### src/rtl/eth_pkg.sv
// Shared definitions for the Ethernet MAC datapath: framer states and
// the fixed byte values and CRC-32 constants used on the wire.
package eth_pkg;

    typedef enum logic [2:0] {
        ST_IDLE,
        ST_PRE,
        ST_SFD,
        ST_HDR,
        ST_PAY,
        ST_PAD,
        ST_FCS,
        ST_IFG
    } eth_state_t;

    localparam logic [7:0]  PREAMBLE = 8'h55;
    localparam logic [7:0]  SFD      = 8'hD5;
    localparam logic [31:0] CRC_POLY = 32'hEDB88320;
    localparam logic [31:0] CRC_INIT = 32'hFFFFFFFF;
    localparam int          HDR_LEN  = 14;
    localparam int          PRE_LEN  = 7;
    localparam int          FCS_LEN  = 4;

endpackage

### src/rtl/eth_crc32_d8.sv
// Byte-wide combinational step of the reflected Ethernet CRC-32.
// The data byte is consumed LSB first, matching the bit order on the wire,
// so the same block can serve the receive-side checker.
module eth_crc32_d8
    import eth_pkg::*;
(
    input  logic [31:0] crc_cur,
    input  logic [7:0]  data,
    output logic [31:0] crc_next
);

    logic [31:0] acc;

    // Fold the byte into the low bits, then shift out eight bits through the polynomial
    always_comb begin
        acc = crc_cur ^ {24'h000000, data};
        for (int i = 0; i < 8; i++) begin
            if (acc[0]) begin
                acc = (acc >> 1) ^ CRC_POLY;
            end else begin
                acc = acc >> 1;
            end
        end
        crc_next = acc;
    end

endmodule

### src/rtl/eth_mac_tx.sv
// Ethernet MAC transmit framer: wraps an upstream payload stream into a
// complete frame (preamble, SFD, header, payload, pad, FCS) and enforces
// the inter-frame gap. Underrun and oversize abort the frame with a
// deliberately corrupted FCS so the far end drops it.
module eth_mac_tx
    import eth_pkg::*;
#(
    parameter logic [47:0] P_SRC_MAC     = 48'h00_0A_35_01_FE_C0,
    parameter int          P_MIN_PAYLOAD = 46,
    parameter int          P_MAX_PAYLOAD = 1500,
    parameter int          P_IFG_BYTES   = 12
) (
    input  logic        i_clk,
    input  logic        i_rst_n,
    input  logic [47:0] i_dst_mac,
    input  logic [15:0] i_eth_type,
    input  logic [7:0]  i_pay_data,
    input  logic        i_pay_valid,
    input  logic        i_pay_last,
    output logic        o_pay_ready,
    output logic [7:0]  o_send_data,
    output logic        o_send_valid,
    output logic        o_busy,
    output logic        o_err
);

    localparam logic [10:0] MIN_CNT = 11'(P_MIN_PAYLOAD);
    localparam logic [10:0] MAX_CNT = 11'(P_MAX_PAYLOAD);

    eth_state_t  state;
    eth_state_t  state_next;
    logic [15:0] step;
    logic [10:0] pay_cnt;
    logic [10:0] pay_cnt_inc;
    logic [47:0] dst_mac;
    logic [15:0] eth_type;
    logic [31:0] crc;
    logic [31:0] crc_calc;
    logic        bad_fcs;

    logic [111:0] hdr_vec;
    logic [111:0] hdr_shift;
    logic [7:0]   hdr_byte;
    logic         fcs_bad_sel;
    logic [1:0]   fcs_idx;
    logic [31:0]  fcs_word;
    logic [31:0]  fcs_shift;
    logic [7:0]   fcs_byte;

    logic [7:0] byte_next;
    logic       valid_next;
    logic       err_next;
    logic       crc_en;
    logic       underrun;
    logic       oversize;

    // Saturating increment keeps the payload count from wrapping on long streams
    assign pay_cnt_inc = (pay_cnt == 11'h7FF) ? pay_cnt : pay_cnt + 11'd1;

    assign underrun = (state == ST_PAY) && !i_pay_valid;
    assign oversize = (state == ST_PAY) && i_pay_valid && !i_pay_last && (pay_cnt_inc >= MAX_CNT);

    // Header is shifted left so the current byte always sits in the top eight bits
    assign hdr_vec   = {dst_mac, P_SRC_MAC, eth_type};
    assign hdr_shift = hdr_vec << {step[3:0], 3'b000};
    assign hdr_byte  = hdr_shift[111:104];

    // An underrun emits FCS byte 0 in the PAY cycle itself so o_send_valid has no hole
    assign fcs_bad_sel = (state == ST_PAY) ? 1'b1 : bad_fcs;
    assign fcs_idx     = (state == ST_PAY) ? 2'd0 : step[1:0];
    assign fcs_word    = fcs_bad_sel ? crc : ~crc;
    assign fcs_shift   = fcs_word >> {fcs_idx, 3'b000};
    assign fcs_byte    = fcs_shift[7:0];

    assign o_pay_ready = (state == ST_PAY);
    assign o_busy      = (state != ST_IDLE);

    eth_crc32_d8 u_crc (
        .crc_cur  (crc),
        .data     (byte_next),
        .crc_next (crc_calc)
    );

    // State register
    always_ff @(posedge i_clk or negedge i_rst_n) begin
        if (!i_rst_n) begin
            state <= ST_IDLE;
        end else begin
            state <= state_next;
        end
    end

    // Next-state decision for each phase of the frame
    always_comb begin
        state_next = state;
        case (state)
            ST_IDLE: if (i_pay_valid) state_next = ST_PRE;
            ST_PRE:  if (step == 16'(PRE_LEN - 1)) state_next = ST_SFD;
            ST_SFD:  state_next = ST_HDR;
            ST_HDR:  if (step == 16'(HDR_LEN - 1)) state_next = ST_PAY;
            ST_PAY: begin
                if (!i_pay_valid) begin
                    state_next = ST_FCS;
                end else if (i_pay_last) begin
                    state_next = (pay_cnt_inc < MIN_CNT) ? ST_PAD : ST_FCS;
                end else if (pay_cnt_inc >= MAX_CNT) begin
                    state_next = ST_FCS;
                end
            end
            ST_PAD:  if (pay_cnt_inc >= MIN_CNT) state_next = ST_FCS;
            ST_FCS:  if (step == 16'(FCS_LEN - 1)) state_next = ST_IFG;
            ST_IFG:  if (step == 16'(P_IFG_BYTES - 1)) state_next = ST_IDLE;
            default: state_next = ST_IDLE;
        endcase
    end

    // Byte to emit next cycle, whether it feeds the CRC, and error pulses
    always_comb begin
        byte_next  = 8'h00;
        valid_next = 1'b0;
        err_next   = 1'b0;
        crc_en     = 1'b0;
        case (state)
            ST_PRE: begin
                valid_next = 1'b1;
                byte_next  = PREAMBLE;
            end
            ST_SFD: begin
                valid_next = 1'b1;
                byte_next  = SFD;
            end
            ST_HDR: begin
                valid_next = 1'b1;
                byte_next  = hdr_byte;
                crc_en     = 1'b1;
            end
            ST_PAY: begin
                valid_next = 1'b1;
                if (i_pay_valid) begin
                    byte_next = i_pay_data;
                    crc_en    = 1'b1;
                    err_next  = oversize;
                end else begin
                    byte_next = fcs_byte;
                    err_next  = 1'b1;
                end
            end
            ST_PAD: begin
                valid_next = 1'b1;
                crc_en     = 1'b1;
            end
            ST_FCS: begin
                valid_next = 1'b1;
                byte_next  = fcs_byte;
            end
            default: ;
        endcase
    end

    // Step counter restarts on each state change; underrun already sent FCS byte 0
    always_ff @(posedge i_clk or negedge i_rst_n) begin
        if (!i_rst_n) begin
            step <= '0;
        end else if (state_next != state) begin
            step <= underrun ? 16'd1 : 16'd0;
        end else if (state != ST_IDLE) begin
            step <= step + 16'd1;
        end
    end

    // Frame context: latched addressing, payload count, running CRC and abort flag
    always_ff @(posedge i_clk or negedge i_rst_n) begin
        if (!i_rst_n) begin
            dst_mac  <= '0;
            eth_type <= '0;
            pay_cnt  <= '0;
            crc      <= CRC_INIT;
            bad_fcs  <= 1'b0;
        end else begin
            if (state == ST_IDLE) begin
                pay_cnt <= '0;
                bad_fcs <= 1'b0;
                if (i_pay_valid) begin
                    dst_mac  <= i_dst_mac;
                    eth_type <= i_eth_type;
                end
            end else if ((state == ST_PAY && i_pay_valid) || state == ST_PAD) begin
                pay_cnt <= pay_cnt_inc;
            end
            if (underrun || oversize) begin
                bad_fcs <= 1'b1;
            end
            if (state == ST_SFD) begin
                crc <= CRC_INIT;
            end else if (crc_en) begin
                crc <= crc_calc;
            end
        end
    end

    // Registered transmit outputs, one cycle behind the generating state
    always_ff @(posedge i_clk or negedge i_rst_n) begin
        if (!i_rst_n) begin
            o_send_data  <= 8'h00;
            o_send_valid <= 1'b0;
            o_err        <= 1'b0;
        end else begin
            o_send_data  <= byte_next;
            o_send_valid <= valid_next;
            o_err        <= err_next;
        end
    end

endmodule

### config.mk
export PLATFORM = sky130hd
export DESIGN_NAME = eth_mac_tx
export DESIGN_NICKNAME = d
export VERILOG_FILES = /design/src/rtl/eth_pkg.sv /design/src/rtl/eth_crc32_d8.sv /design/src/rtl/eth_mac_tx.sv
export SDC_FILE = /design/constraint.sdc
export NUM_CORES = 1
export LEC_CHECK = 0
export ABC_AREA = 1
export BUFFER_PORTS_ARGS = -buffer_cell sky130_fd_sc_hd__buf_2
export CAP_MARGIN = 20
export CORE_ASPECT_RATIO = 2
export CORE_MARGIN = 4
export CORE_UTILIZATION = 40
export CTS_CLUSTER_SIZE = 40
export DETAILED_ROUTE_END_ITERATION = 8
export HOLD_SLACK_MARGIN = 0.08
export SLEW_MARGIN = 20
export SYNTH_ARGS = -nofsm -noshare
export SYNTH_HDL_FRONTEND = slang
export SYNTH_SLANG_ARGS = --single-unit
### constraint.sdc
create_clock -name i_clk -period 3.1 [get_ports i_clk]
set_input_delay 0.62 -clock i_clk [delete_from_list [all_inputs] [get_ports i_clk]]
set_output_delay 0.62 -clock i_clk [all_outputs]
set_load 0.05 [all_outputs]
### After elaboration in Yosys (flattened, before gate mapping)

Cells that the tools add are included.

* register bits after elaboration: 137
* latch bits: 0
* memory bits (writable): 0
* memory bits (read-only): 0
* input bits: 76
* memories kept: 0

* add/subtract/negate cells: 2
* $mul: 0
* div/mod/pow operators: 0
* order comparisons: 3
* equality and inequality tests: 13
* shifts and indexed selects: 2
* multiplexer cells: 39
* bitwise operators: 10
* reductions and logical operators: 17

Operators by type and width (number)
* $mux 32: 11
* $not 13->14: 8
* $shl 112x7->112: 1
* $pmux 8 s5: 1
* $mux 11: 3
* $eq 16x4->1 const B: 2
* $mux 16: 2
* $not 32->32: 1
* $shr 32x5->8: 1
* $xor 32x8->32: 1
* $mux 3: 9
* $pmux 3 s8: 1
* $add 16x1->16 const B: 1
* $eq 16x2->1 const B: 1
* $eq 16x3->1 const B: 1
* $eq 3x3->1 const B: 4
* $add 11x1->11 const B: 1
* $eq 11x11->1 const B: 1
* $ge 11x11->1 const B: 1
* $ge 11x6->1 const B: 1
* $lt 11x6->1 const B: 1
* $mux 1: 8
* $mux 8: 1
* $reduce_bool 2->1: 4
* other kinds (13): 20

### Logic depth before layout (Yosys ltp)

* word-level depth: 25
* depth in mapped cells: 25
* gate-level depth less buffers: 22

### By module

Synthesis repeated with hierarchy kept, for this count alone.

* cells, all modules: 1025
* area, all modules: 8434.3 um^2

Modules (own cells, without submodules)
* eth_mac_tx: times used 1, cells each 816, area each 7259.5 um^2, seq. area each 3468.3 um^2
* eth_crc32_d8: times used 1, cells each 209, area each 1174.9 um^2, seq. area each 0.0 um^2

### Worst setup path after synthesis

OpenSTA, ideal clock, no wires.

* path type: reg-to-reg
* start: reg step[0]
* end: reg crc[16]
* setup time: 0.076 ns
* arrival time: 2.465 ns
* data required time: 3.024 ns
* setup slack: 0.559 ns
* stages on the path, launching flop included: 23
* buffers on the path: 2
* clock period less this slack: 2.541 ns
* path through: dfrtp_1 -> buf_2 -> inv_2 -> buf_2 -> ha_1 -> inv_1 -> nand2_1 -> o21ai_0 -> o21ai_0 -> nand2_1 -> nor2_1 -> nor2_1 -> nand2_2 -> nand2_1 -> nand2_1 -> nand2_1 -> nand2_1 -> nand2_1 -> nand2_1 -> nand2_1 -> nand3_1 -> o21ai_1 -> inv_1

RTL lines
* from (decl): RTL line eth_mac_tx.sv:32 `logic [15:0] step;`
* from (signal assigned): RTL line eth_mac_tx.sv:165 `step <= underrun ? 16'd1 : 16'd0;`
* from (signal assigned): RTL line eth_mac_tx.sv:167 `step <= step + 16'd1;`
* $mux 2: RTL line eth_mac_tx.sv:70 `assign fcs_idx = (state == ST_PAY) ? 2'd0 : step[1:0];`
* $shr 32x5->8: RTL line eth_mac_tx.sv:72 `assign fcs_shift = fcs_word >> {fcs_idx, 3'b000};`
* $mux 8: RTL line eth_mac_tx.sv:139 `if (i_pay_valid) begin`
* $pmux 8 s5 *: RTL line eth_mac_tx.sv:123 `case (state)`
* via byte_next[2]: RTL line eth_mac_tx.sv:50 `logic [7:0] byte_next;`
* $xor 32x8->32 *: RTL line eth_crc32_d8.sv:16 `acc = crc_cur ^ {24'h000000, data};`
* $mux 32 * (3 in a row): RTL line eth_crc32_d8.sv:18 `if (acc[0]) begin`
* $not 13->14 (no source line)
* $mux 32 *: RTL line eth_crc32_d8.sv:18
* $not 13->14 (no source line)
* $mux 32 * (4 in a row): RTL line eth_crc32_d8.sv:18
* $mux 32 *: RTL line eth_mac_tx.sv:195 `end else if (crc_en) begin`
* $mux 32 *: RTL line eth_mac_tx.sv:193 `if (state == ST_SFD) begin`
* to (signal assigned): RTL line eth_mac_tx.sv:196 `crc <= crc_calc;`
* to (decl): RTL line eth_mac_tx.sv:37 `logic [31:0] crc;`

The timed path passes the listed nets; every way through them passes the cells marked *. The select of a mux whose other input is x is not followed.
A chain may end at the register's enable or synchronous reset.

### Worst setup path in the final report

* start: reg step[0]
* end: reg crc[19]

RTL lines (RTL line)
* $mux 2: eth_mac_tx.sv:70
* $shr 32x5->8: eth_mac_tx.sv:72
* $mux 8: eth_mac_tx.sv:139
* $pmux 8 s5 *: eth_mac_tx.sv:123
* via byte_next[5]: eth_mac_tx.sv:50
* $xor 32x8->32 *: eth_crc32_d8.sv:16
* $mux 32 * (6 in a row): eth_crc32_d8.sv:18
* $not 13->14 (no source line)
* $mux 32 *: eth_crc32_d8.sv:18
* $not 13->14 (no source line)
* $mux 32 *: eth_crc32_d8.sv:18
* $mux 32 *: eth_mac_tx.sv:195
* $mux 32 *: eth_mac_tx.sv:193

Marked as above.

==> run summary <==
Least-Margin Pin Slew: 0.852 ns
Final Hold Fails: 0
Setup CP Type: register to register
Max Cap Viol: 0
Largest net degree at the start of global routing: 72
Most used cell, CP: nand2_1
Setup ws final: 0.209 ns
Final net count: 1368
Synth cell types: 40
CP Launch Type: register
Root buffer cell: clkbuf_16
Placed insts: 1532
Initial antenna violation count: 1
Sw Pwr: 6.64 mW
Average size of a mapped cell: 7.51 um^2
Most common cell after layout, fill and taps aside: nand2_1
RD Place Congestion: 1.07
Post-DR vias/cell: 5.32
Leading area contributor after synthesis: dfrtp_1
Peak supply drop: 0.635 mV
Die width: 111 um
Sequential fraction of the synthesis area: 41.1%
Antenna-violating nets left: 0
Cells after Synth: 1124
Drc violations: 0
Final Cell Area: 10400 um^2
IO Pins: 88
Synth top area cells: dfrtp_1 31%, nand2_1 14%, dfstp_2 10%
WP data required: 3.48 ns
FMAX: 0.346 GHz
Initial Util: 41.1%
Most frequent cells in the layout: 308 x nand2_1, 122 x nand3_1, 115 x nor2_1
Final slew viol count: 0
Logic pwr share: 61.1%
Layout cells sized above 1: 27.5%
Post-synthesis async set-or-reset flop share: 100%
# diodes: 0
Vias in the first global route: 8394
Total track usage: 25.0%
P&R area growth vs syn: 23.8%
Syn Nets: 1205
Placed inst area: 9730 um^2
Clock group share of total power: 15.2%
Grt ovf: 0
Worst hold path type: input pin to async pin
H-tree levels: 4
Post-place setup slack: -0.204 ns
Part of the power in registers: 23.7%
Crit end category: register
Port Buf Inserts: 87
Crit-path max cell delay: 0.45 ns
Pwr dens: 1320 nW/um^2
Register bit count reported by yosys: 137
Net Sw Frac: 48.3%
Relative slew margins: 43.2%
Status: completed
CTS tree: built
Final setup vio count: 0
Post-Syn Area: 8440 um^2
RSZ-0062 raised after global routing: no
Vias: 8327
Synth top area share: 31.1%
Clock Tree Buf Depth: 2
Crit path DAT: 3.27 ns
Worst Path Max Fanout: 27
Post-synth EDFFs: 0
DPL Wire Length: 22900 um
# rows: 74
Placeable Area: 20600 um^2
Skew final: 0.00964 ns
Ys flop type: dfrtp_1
CP cell instances: inv_2 > buf_12 > ha_1 > o21ai_1 > o21ai_0 > nand2_1 > nor2_1 > buf_4 > nor2_2 > nand2_1 > nand2_1 > nand2_1 > buf_4 > nand2_1 > nand2_1 > nand2_1 > nand2_1 > inv_1 > nand2_1 > nand3_1 > nand2_1
Num CTS Buffers: 17
Overall die area: 23600 um^2
Fin crit period: 2.89 ns
Post-CTS Hold Buffers: 0
Clock slew at reported path FFs: 0.06 ns
Skew-Pair Late Insertion Delay: 0.45 ns
Reg2Reg Depth: 21
Initial drt markers: 370
Final std cells w/o fill: 1566
Drt total wl: 29200 um
# clock sinks: 137
Int Pwr: 7.10 mW
Die Span Y: 213 um
Drt first pass iters: 5
First-pass GRT wire length: 45000 um
Crit path max-delay cell type: dfrtp_2
Average wire per standard cell: 18.6 um
Layout fillers: 2079
Synthesis Warnings: 0
Final period util: 93.2%
LEAKAGE: 5.23 nW
==> metrics by stage <==
stage	hold slack, ns	total power [mW]	setup TNS [ns]	util (%)
CTS	0.177	13.6	0	50.4
detailed placement	0.486	11.3	-0.880	47.3
finish	0.159	13.7	0	50.8
floorplan	0.324	8.17	0	-
global placement	0.481	11.3	-0.371	47.3
global route	0.206	14.7	0	50.8
==> area by class of cell <==
cell class,count,area (um^2),area share [%]
well taps,266,333,3.19
inverters,124,468,4.48
multi-input cells,832,4420,42.3
repair buffers,175,1160,11.1
flip-flops and latches,137,3470,33.2
clock buffers,19,443,4.24
clock inverters,13,155,1.48
==> power groups by stage <==
| stage | Combinational [mW] | Clock (mW) | Sequential [mW] |
|---|---|---|---|
| after global placement | 8.02 | 0 | 3.26 |
| after global routing | 9.19 | 2.21 | 3.33 |
| final | 8.40 | 2.09 | 3.26 |
| after floorplan | 5.01 | 0 | 3.16 |
| after detailed placement | 8.08 | 0 | 3.27 |
| after CTS | 8.18 | 2.13 | 3.25 |
==> cell usage after synthesis, drive strengths merged (19+ instances only) <==
cell type / n
a21oi: 29
buf: 19
inv: 123
dfrtp: 105
xor2: 30
o22ai: 22
nand3: 125
dfstp: 32
nor2: 126
nand2: 332
o21ai: 50
mux2: 57
==> layer usage <==
metal  share of wire, %  GRT usage [%]  routed length, um
met2                 56           48.8              16200
met5              0.045              0                 13
met3                4.2           3.73               1230
met4                6.7           17.9               1950
met1                 33           23.4               9740
==> sequential cells by signal, indices dropped and copies added (netlist names) <==
name          flops
dst_mac          48
crc              32
step             16
pay_cnt          11
bad_fcs           1
o_send_data       8
o_send_valid      1
o_err             1
state             3
eth_type         16
==> critical path, delay by kind of cell (launching register included) <==
family / cells / cell delay, ns
and+or+nand+nor: 13 / 1.21
buffers and inverters: 5 / 0.64
DFF: 1 / 0.45
AOI/OAI and AO/OA: 2 / 0.30
adders and majority gates: 1 / 0.20
==> path summary, 6_finish.rpt <==
check	from	slack, ns	end
max in group asynchronous	i_rst_n	2.13	crc[4]
hold / removal	i_rst_n	0.16	bad_fcs
setup reg to reg	step[0]	0.21	crc[19]
hold reg to reg	crc[29]	0.49	crc[29]
min in group i_clk	i_dst_mac[8]	0.40	dst_mac[8]
setup / recovery	step[0]	0.21	crc[19]
==> kinds of logic after synthesis <==
group                      count (synthesis)  share of synthesized area (%)
DFF                                      137                           41.1
and+or+nand+nor                          614                           31.2
buffers and inverters                    155                           7.57
muxes                                     57                           7.60
xor gates and xnor gates                  36                           3.74
adders and majority gates                  5                          0.741
AOI/OAI and AO/OA                        120                           8.08
==> repair_timing <==
action,4_1_cts,5_1_grt
setup endpoints to repair,8,31
pin swaps,0,1
cloned,0,0
buffers inserted,0,1
resized for setup,6,18
Power figures use the tool's default switching activity.
